[config.mk]
export PLATFORM = sky130hd
export DESIGN_NAME = msj_display
export DESIGN_NICKNAME = d
export VERILOG_FILES = /design/src/rtl/msj_display_pkg.sv /design/src/rtl/msj_display_bcd_to_seg7.sv /design/src/rtl/msj_display.sv
export SDC_FILE = /design/constraint.sdc
export NUM_CORES = 1
export LEC_CHECK = 0
export BUFFER_PORTS_ARGS = -buffer_cell sky130_fd_sc_hd__buf_4
export CAP_MARGIN = 20
export CORE_MARGIN = 3
export CORE_UTILIZATION = 60
export DETAILED_ROUTE_END_ITERATION = 12
export PLACE_DENSITY_LB_ADDON = 0.15
export SLEW_MARGIN = 20
export SYNTH_ARGS = -nofsm -noshare
export SYNTH_HDL_FRONTEND = slang
export SYNTH_SLANG_ARGS = --single-unit
export TNS_END_PERCENT = 20
[constraint.sdc]
create_clock -name clk -period 2.31 [get_ports clk]
set_input_delay 0.231 -clock clk [delete_from_list [all_inputs] [get_ports clk]]
set_output_delay 0.231 -clock clk [all_outputs]
set_load 0.05 [all_outputs]
[src/rtl/msj_display_pkg.sv]
// ---------------------------------------------------------------------------
// msj_display_pkg
// Shared types and constants for the msj_display block: converter FSM state
// encoding, the alarm message code, fixed segment patterns, and the
// add-3 step of the shift-add-3 binary-to-BCD conversion.
// ---------------------------------------------------------------------------
package msj_display_pkg;

    typedef enum logic [1:0] {
        IDLE  = 2'd0,
        SHIFT = 2'd1,
        DONE  = 2'd2
    } state_t;

    localparam logic [7:0] ALARM_CODE = 8'hFF;
    localparam logic [6:0] SEG_DASH   = 7'b1000000;
    localparam logic [6:0] SEG_BLANK  = 7'b0000000;

    // Adds 3 to every BCD nibble that is 5 or more, so the following left
    // shift carries correctly into the next decimal digit.
    function automatic logic [11:0] add3_nibbles(input logic [11:0] b);
        logic [11:0] r;
        for (int i = 0; i < 3; i++) begin
            r[i*4 +: 4] = (b[i*4 +: 4] >= 4'd5) ? b[i*4 +: 4] + 4'd3 : b[i*4 +: 4];
        end
        return r;
    endfunction

endpackage

[src/rtl/msj_display_bcd_to_seg7.sv]
// ---------------------------------------------------------------------------
// bcd_to_seg7
// Combinational BCD digit to seven-segment decoder. Codes above 9 decode
// to a blank digit.
// Ports:
//   bcd  in  4  BCD digit
//   seg  out 7  segments a..g, active-high, bit0 = a
// ---------------------------------------------------------------------------
module bcd_to_seg7
    import msj_display_pkg::*;
(
    input  logic [3:0] bcd,
    output logic [6:0] seg
);

    always_comb begin
        seg = SEG_BLANK;
        case (bcd)
            4'd0: seg = 7'h3F;
            4'd1: seg = 7'h06;
            4'd2: seg = 7'h5B;
            4'd3: seg = 7'h4F;
            4'd4: seg = 7'h66;
            4'd5: seg = 7'h6D;
            4'd6: seg = 7'h7D;
            4'd7: seg = 7'h07;
            4'd8: seg = 7'h7F;
            4'd9: seg = 7'h6F;
            default: seg = SEG_BLANK;
        endcase
    end

endmodule

[src/rtl/msj_display.sv]
// ---------------------------------------------------------------------------
// msj_display
// Display stage for the maintenance FSM's 8-bit msj message. Each new value
// is captured, converted to three BCD digits by a sequential shift-add-3
// converter, and scanned onto a common three-digit seven-segment display.
// Value 8'hFF is the alarm code and is shown as three dashes.
//
// Parameters:
//   SCAN_DIV      cycles each digit stays enabled (>= 2)
//   BLINK_FRAMES  full scan frames per blink phase toggle (>= 1)
// Ports:
//   clk     in  1  system clock, rising edge
//   rst     in  1  asynchronous reset, active-low
//   msj_in  in  8  message value
//   seg     out 7  segments a..g, active-high, bit0 = a (registered)
//   an      out 3  one-hot digit enable, bit0 = units (registered)
//   busy    out 1  conversion in progress
// Configuration:
//   MSJ_BLINK_EN  when defined, alarm dashes blink every BLINK_FRAMES frames
// ---------------------------------------------------------------------------
module msj_display
    import msj_display_pkg::*;
#(
    parameter int SCAN_DIV     = 16,
    parameter int BLINK_FRAMES = 8
) (
    input  logic       clk,
    input  logic       rst,
    input  logic [7:0] msj_in,
    output logic [6:0] seg,
    output logic [2:0] an,
    output logic       busy
);

    localparam int CNT_W = (SCAN_DIV > 2) ? $clog2(SCAN_DIV) : 1;

    if (SCAN_DIV < 2 || BLINK_FRAMES < 1) begin : g_bad_cfg
        $error("msj_display: SCAN_DIV must be >= 2 and BLINK_FRAMES >= 1");
    end

    // Converter state
    state_t      state_q, state_d;
    logic [7:0]  cur_val_q, cur_val_d;
    logic [19:0] sr_q, sr_d;
    logic [3:0]  bit_cnt_q, bit_cnt_d;
    logic [11:0] bcd_q, bcd_d;
    logic        alarm_q, alarm_d;
    logic        alarm_rise;

    // Scan state
    logic [CNT_W-1:0] cnt_q, cnt_d;
    logic [1:0]       dig_q, dig_d;
    logic             wrap;

    // Output registers
    logic [6:0] seg_q, seg_d;
    logic [2:0] an_q, an_d;
    logic [3:0] nibble;
    logic [6:0] dec_seg;
    logic       blink_on;

    always_comb begin
        state_d    = state_q;
        cur_val_d  = cur_val_q;
        sr_d       = sr_q;
        bit_cnt_d  = bit_cnt_q;
        bcd_d      = bcd_q;
        alarm_d    = alarm_q;
        alarm_rise = 1'b0;
        case (state_q)
            IDLE: begin
                // Sampled only here, so edits made while busy collapse to
                // whatever value is present when the converter comes back.
                if (msj_in != cur_val_q) begin
                    cur_val_d = msj_in;
                    sr_d      = {12'b0, msj_in};
                    bit_cnt_d = 4'd0;
                    state_d   = SHIFT;
                end
            end
            SHIFT: begin
                sr_d      = {add3_nibbles(sr_q[19:8]), sr_q[7:0]} << 1;
                bit_cnt_d = bit_cnt_q + 4'd1;
                if (bit_cnt_q == 4'd7) begin
                    state_d = DONE;
                end
            end
            DONE: begin
                bcd_d      = sr_q[19:8];
                alarm_d    = (cur_val_q == ALARM_CODE);
                alarm_rise = alarm_d && !alarm_q;
                state_d    = IDLE;
            end
            default: state_d = IDLE;
        endcase
    end

    assign wrap = (cnt_q == CNT_W'(SCAN_DIV - 1));

    always_comb begin
        cnt_d = wrap ? '0 : cnt_q + 1'b1;
        dig_d = dig_q;
        if (wrap) begin
            dig_d = (dig_q == 2'd2) ? 2'd0 : dig_q + 2'd1;
        end
    end

`ifdef MSJ_BLINK_EN
    localparam int BL_W = (BLINK_FRAMES > 1) ? $clog2(BLINK_FRAMES) : 1;

    logic [BL_W-1:0] blink_cnt_q, blink_cnt_d;
    logic            blink_on_q, blink_on_d;
    logic            frame_end;

    assign frame_end = wrap && (dig_q == 2'd2);

    // Phase restarts "on" at every alarm entry and is parked there while
    // no alarm is shown.
    always_comb begin
        blink_cnt_d = blink_cnt_q;
        blink_on_d  = blink_on_q;
        if (alarm_rise || !alarm_q) begin
            blink_cnt_d = '0;
            blink_on_d  = 1'b1;
        end else if (frame_end) begin
            if (blink_cnt_q == BL_W'(BLINK_FRAMES - 1)) begin
                blink_cnt_d = '0;
                blink_on_d  = !blink_on_q;
            end else begin
                blink_cnt_d = blink_cnt_q + 1'b1;
            end
        end
    end

    always_ff @(posedge clk or negedge rst) begin
        if (!rst) begin
            blink_cnt_q <= '0;
            blink_on_q  <= 1'b1;
        end else begin
            blink_cnt_q <= blink_cnt_d;
            blink_on_q  <= blink_on_d;
        end
    end

    assign blink_on = blink_on_q;
`else
    assign blink_on = 1'b1;
`endif

    always_comb begin
        case (dig_q)
            2'd0:    nibble = bcd_q[3:0];
            2'd1:    nibble = bcd_q[7:4];
            default: nibble = bcd_q[11:8];
        endcase
    end

    bcd_to_seg7 u_dec (
        .bcd (nibble),
        .seg (dec_seg)
    );

    always_comb begin
        an_d = 3'b001 << dig_q;
        if (alarm_q) begin
            seg_d = blink_on ? SEG_DASH : SEG_BLANK;
        end else begin
            seg_d = dec_seg;
        end
    end

    always_ff @(posedge clk or negedge rst) begin
        if (!rst) begin
            state_q   <= IDLE;
            cur_val_q <= 8'd0;
            sr_q      <= 20'd0;
            bit_cnt_q <= 4'd0;
            bcd_q     <= 12'd0;
            alarm_q   <= 1'b0;
            cnt_q     <= '0;
            dig_q     <= 2'd0;
            seg_q     <= 7'b0111111;
            an_q      <= 3'b001;
        end else begin
            state_q   <= state_d;
            cur_val_q <= cur_val_d;
            sr_q      <= sr_d;
            bit_cnt_q <= bit_cnt_d;
            bcd_q     <= bcd_d;
            alarm_q   <= alarm_d;
            cnt_q     <= cnt_d;
            dig_q     <= dig_d;
            seg_q     <= seg_d;
            an_q      <= an_d;
        end
    end

    assign seg  = seg_q;
    assign an   = an_q;
    assign busy = (state_q != IDLE);

endmodule

# After elaboration in Yosys (flattened, before gate mapping)
# Memories as Yosys holds them, arrays and structs flattened.
# Index checks and enable logic that the tools add are counted.
[op_classes]
add_sub_neg = 6
order_cmp = 3
eq_ne = 10
shift = 1
muxes = 14
reduce_logical = 7
[ops]
columns = ["operator", "count"]
rows = [
  ["$pmux 20 s2", 1],
  ["$mux 20", 1],
  ["$mux 4", 4],
  ["$pmux 4 s2", 2],
  ["$ge 4x3->1 const B", 3],
  ["$add 4x1->4 const B", 2],
  ["$add 4x2->4 const B", 2],
  ["$eq 8x8->1 const B", 1],
  ["$ne 8x8->1", 1],
  ["$mux 7", 1],
  ["$mux 2", 3],
  ["$reduce_and 2->1", 3],
  ["$eq 2x1->1 const B", 2],
  ["$eq 2x2->1 const B", 2],
  ["$eq 4x3->1 const B", 1],
  ["$eq 4x4->1 const B", 1],
  ["$logic_not 2->1", 2],
  ["$ne 2x2->1 const B", 2],
  ["$pmux 2 s2", 1],
  ["$reduce_bool 2->1", 2],
  ["$add 3x2->3 const B", 1],
  ["$mux 3", 1],
  ["$shl 1x2->3 const A", 1],
  ["$add 2x1->2 const B", 1],
]
[word_totals]
reg_bits = 63
romBits = 112
input_bits = 10
out_inout_bits = 11
elab_cells = 52
memories = 1
[mem_list]
columns = ["name", "words", "word_bits", "read_ports", "rd_clocked_by_memory_dff", "wr", "line", "text"]
rows = [
  ["(name not given)", 16, 7, 1, 0, 0, "msj_display_bcd_to_seg7.sv:18", "case (bcd)"],
]

# Longest topological paths before layout
# An unclocked memory read counts as a cell.
[depth]
depth_word = 4
ltp_mapped = 7
ltp_nobuf = 6

# Modules after synthesis
# A second synthesis with hierarchy kept.
[hier_totals]
cells_unflattened = 268
hier_area_um2 = 3094.2
[modules_own_cells]
columns = ["mod", "instances", "cells_per_inst", "area_each_um2", "seq_area_each_um2"]
rows = [
  ["msj_display", 1, 242, 2892.8, 1585.3],
  ["bcd_to_seg7", 1, 26, 201.4, 0.0],
]

# Least setup slack after synthesis
# OpenSTA, ideal clock, no wires.
[synth_timing]
path_kind = "register -> register"
from = "register dig_q[0]"
to = "register seg_q[3] (netlist: seg[3])"
setup_ps = 89
t_arrival_ps = 1860
required_time_ps = 2221
path_slack_ps = 361
path_stages_with_launch = 8
path_buffers = 1
synth_period_minus_slack_ps = 1949
path_cell_list = "dfrtp_1 -> buf_6 -> mux2_4 -> mux2i_4 -> inv_1 -> ha_1 -> mux2_1 -> a211oi_1"
[synth_via]
elab_chain_cells = 4
elab_cells_between_ends = 5
classes_between = "eq/ne (1); mux (2); reduce/logical (1); memory (1)"
[synth_rtl]
columns = ["element", "line", "text"]
rows = [
  ["start: declaration", "msj_display.sv:52", "logic [1:0] dig_q, dig_d;"],
  ["start signal: assignment", "msj_display.sv:192", "dig_q <= dig_d;"],
  ["$eq 2x1->1 or $logic_not 2->1 (tied branches)", "msj_display.sv:151", "case (dig_q)"],
  ["$pmux 4 s2 *", "msj_display.sv:151", ""],
  ["$mem_v2 16x7 *", "-", ""],
  ["$mux 7 *", "msj_display.sv:165", "if (alarm_q) begin"],
  ["net seg_d[3]", "msj_display.sv:56", "logic [6:0] seg_q, seg_d;"],
  ["end signal: assignment", "msj_display.sv:193", "seg_q <= seg_d;"],
  ["end: declaration", "msj_display.sv:56", ""],
]
# The timed path passes the listed nets; every way through them passes the cells marked *.
# A chain may end at the register's enable or synchronous reset.

# Worst setup path after layout
[layout_timing]
from = "register dig_q[0]"
to = "register seg_q[0] (netlist: seg[0])"
# Same word-level chain as after synthesis.

==> out/metrics.yaml <==
sta:
  tns_ps: 0
  period_share_pct: 94.6
  setup_violations: 0
  hold_violations: 0
  min_period_ps: 2190
  setup_ws_ps: 124
  slew_violations: 0
  max_freq_mhz: 457
  whs_ps: 143
  relSlewSlack_pct: 43.9
  worstMarginPinSlew_ps: 840
  rsz0062_at_grt: "false"
  fin_skew_ps: 9.91
cts:
  cts_setup_buffers: 0
  numCtsBuffers: 9
  cts_tree: "done"
  hold_buffers: 1
  cts_sinks: 63
  cts-root-buf: "clkbuf_8"
  path_clk_slew_ps: 70
  cts_max_path_buffers: 2
  clkLatencyLatePin_ps: 340
  htree_levels: 3
  cts_resized: 0
synth:
  ys_warn_count: 0
  synth_edf_count: 0
  syn_area_mm2: 0.00312
  yosysTopAreaCellShare_pct: 45.0
  yosys.cell_count.top_type: "dfrtp_1"
  synthesis.nets: 274
  yosys.area.top_type: "dfrtp_1"
  synthArstFlopShare_pct: 100
  synth_flop_cell: "dfrtp_1"
  synth_area_leaders: "dfrtp_1 (45%), mux2_2 (9.8%), dfstp_2 (5.9%)"
  synth_area_per_cell_um2: 12.4
  ys_seq_elements: 63
  synth_common_cells: "dfrtp_1 (56), mux2_2 (27), nand2_1 (19)"
  yosysSeqAreaShare_pct: 50.9
  yosysUniqueCellTypes: 45
  syn_inst: 251
die:
  die-area_mm2: 0.00610
  io_pins: 21
  die_x_um: 78.1
  num_rows: 25
  start_util_pct: 63.9
  die_h_um: 78.1
  coreArea_mm2: 0.00488
power_and_ir_drop:
  static-leakage-power_nw: 1.59
  power_mw: 4.99
  power.density_mw_per_mm2: 1410
  max-vdd-ir-drop_mv: 0.682
cells_and_area:
  fillers: 350
  diodes: 0
  utilization_pct: 72.7
  area_growth_pct: 13.8
  nets: 301
  drive_gt1_share_pct: 30.0
global_route:
  grt_pass1_vias: 2030
  grt_first_pass_wirelength_mm: 9.53
  grtUsageMet2_pct: 31.1
  gr-usage-met3_pct: 4.24
  grt.busiest_layer: "met2"
  grt_overflow: 0
  grt_max_degree: 64
  gr-usage-all-layers_pct: 20.3
  grt_util_met1_pct: 27.4
  antenna_found_initial: 0
placed_design:
  port_buffers: 20
  hpwl_mm: 3.67
  routabilityCongestion: 0.783
  dp_slack_ps: 177
route:
  ant_nets: 0
  firstDrtPassIters: 4
  vias_per_cell: 5.64
  drcViolationCount: 0
  first_iter_violations: 73
  wl_per_cell_um: 15.5
  vias: 1975
  postRouteWirelength_mm: 5.43
setup_path:
  rr_worst_depth: 6
  cp-end-kind: "register"
  critPathMaxFanout: 5
  crit_path_start_kind: "register"
  crit_type: "register to register"
  cp.arrival_ps: 2430
  cp.required_ps: 2550
run_status:
  outcome: "complete, no violations"
worst_hold_path:
  hold_depth: 2
  hp-class: "primary input to register"
flow_run:
  cap_violations: 0
final timing paths:
| path | endpoint | slack [ps] | start |
|---|---|---|---|
| worst min-delay path | sr_q[0]$_DFFE_PN0P_ | 140 | msj_in[0] |
| max in group asynchronous | bcd_q[11]$_DFFE_PN0N_ | 1280 | rst |
| worst max register to register | seg[0]$_DFF_PN1_ | 120 | dig_q[0]$_DFFE_PN0N_ |
| worst min register to register | cnt_q[0]$_DFF_PN0_ | 500 | cnt_q[3]$_DFF_PN0_ |
| min in group asynchronous | cur_val_q[0]$_DFFE_PN0P_ | 520 | rst |
| worst max-delay path | seg[0]$_DFF_PN1_ | 120 | dig_q[0]$_DFFE_PN0N_ |
metrics by stage:
step	instance area [um2]	std cells
detailed placement	3320	333
global placement	3320	333
global route	3550	350
CTS	3550	350
finish	3550	350
floorplan	3120	251
cells in the final DEF, fill, tap and decap left out, drive strengths merged:
| cell type | netlist | layout |
|---|---|---|
| o32ai | 3 | 3 |
| clkinv | 0 | 3 |
| a221o | 7 | 7 |
| and2 | 7 | 7 |
| nand2b | 4 | 4 |
| o22ai | 5 | 5 |
| clkbuf | 2 | 9 |
| o31ai | 2 | 2 |
| nand2 | 19 | 19 |
| mux2 | 30 | 30 |
| nor4b | 3 | 3 |
| inv | 12 | 12 |
| nand4 | 4 | 4 |
| buf | 7 | 24 |
| a211oi | 2 | 2 |
| clkinvlp | 0 | 2 |
| a211o | 5 | 5 |
| o2bb2ai | 1 | 1 |
| nor3 | 3 | 3 |
| nor3b | 2 | 2 |
| a311oi | 2 | 2 |
| a22o | 1 | 1 |
| xnor2 | 12 | 12 |
| xor2 | 3 | 3 |
| mux2i | 6 | 6 |
| bufinv | 0 | 2 |
| o21a | 2 | 2 |
| a31oi | 1 | 1 |
| o21ai | 9 | 9 |
| dfstp | 7 | 7 |
| nor2b | 3 | 3 |
| o221ai | 1 | 1 |
| and3 | 4 | 4 |
| a21oi | 5 | 5 |
| dfrtp | 56 | 56 |
| nor2 | 5 | 5 |
| ha | 13 | 13 |
| dlygate4sd3 | 0 | 1 |
| nand3 | 3 | 3 |
per-layer routing:
metal	wire length, um	up-vias
met4	109	0
met2	2480	31
met5	0	-
met1	2710	968
li1	-	967
met3	133	9
power breakdown:
group / leakage, nW / switching [mW] / total [mW] / internal [mW]
clock network: 0.105 / 0.441 / 1.05 / 0.608
registers: 0.780 / 0.320 / 1.88 / 1.56
logic: 0.706 / 1.10 / 2.06 / 0.960
cell type report:
| cell class | count | area, um2 | area share, % |
|---|---|---|---|
| sequential | 63 | 1590 | 44.7 |
| multi-input combinational | 167 | 1420 | 40.1 |
| timing repair buffer | 25 | 190 | 5.36 |
| clock buffer | 9 | 124 | 3.49 |
| clock inverter | 7 | 97.6 | 2.75 |
| tap | 67 | 83.8 | 2.36 |
| inverter | 12 | 45.0 | 1.27 |
registers in the layout, indices dropped and copies added (netlist names), 2 cells and up:
register and count:
state_q 2, cnt_q 4, bit_cnt_q 4, sr_q 20, seg 7, bcd_q 12
dig_q 2, cur_val_q 8, an 3
worst max-delay path, stage by stage (launching register included):
cell      delay, ps
dfrtp_1         440
mux2_2          360
mux2i_1         360
inv_1           130
ha_1            240
mux2_2          270
a211oi_1        280
kinds of logic after synthesis:
family	after synthesis	synth area share [%]
and+or+nand+nor	57	10.0
xor gates and xnor gates	15	4.22
DFF	63	50.9
muxes	36	13.8
AOI/OAI and AO/OA	46	12.4
buffers and inverters	21	3.49
adders and majority gates	13	5.22
(Power assumes the default switching activity.)
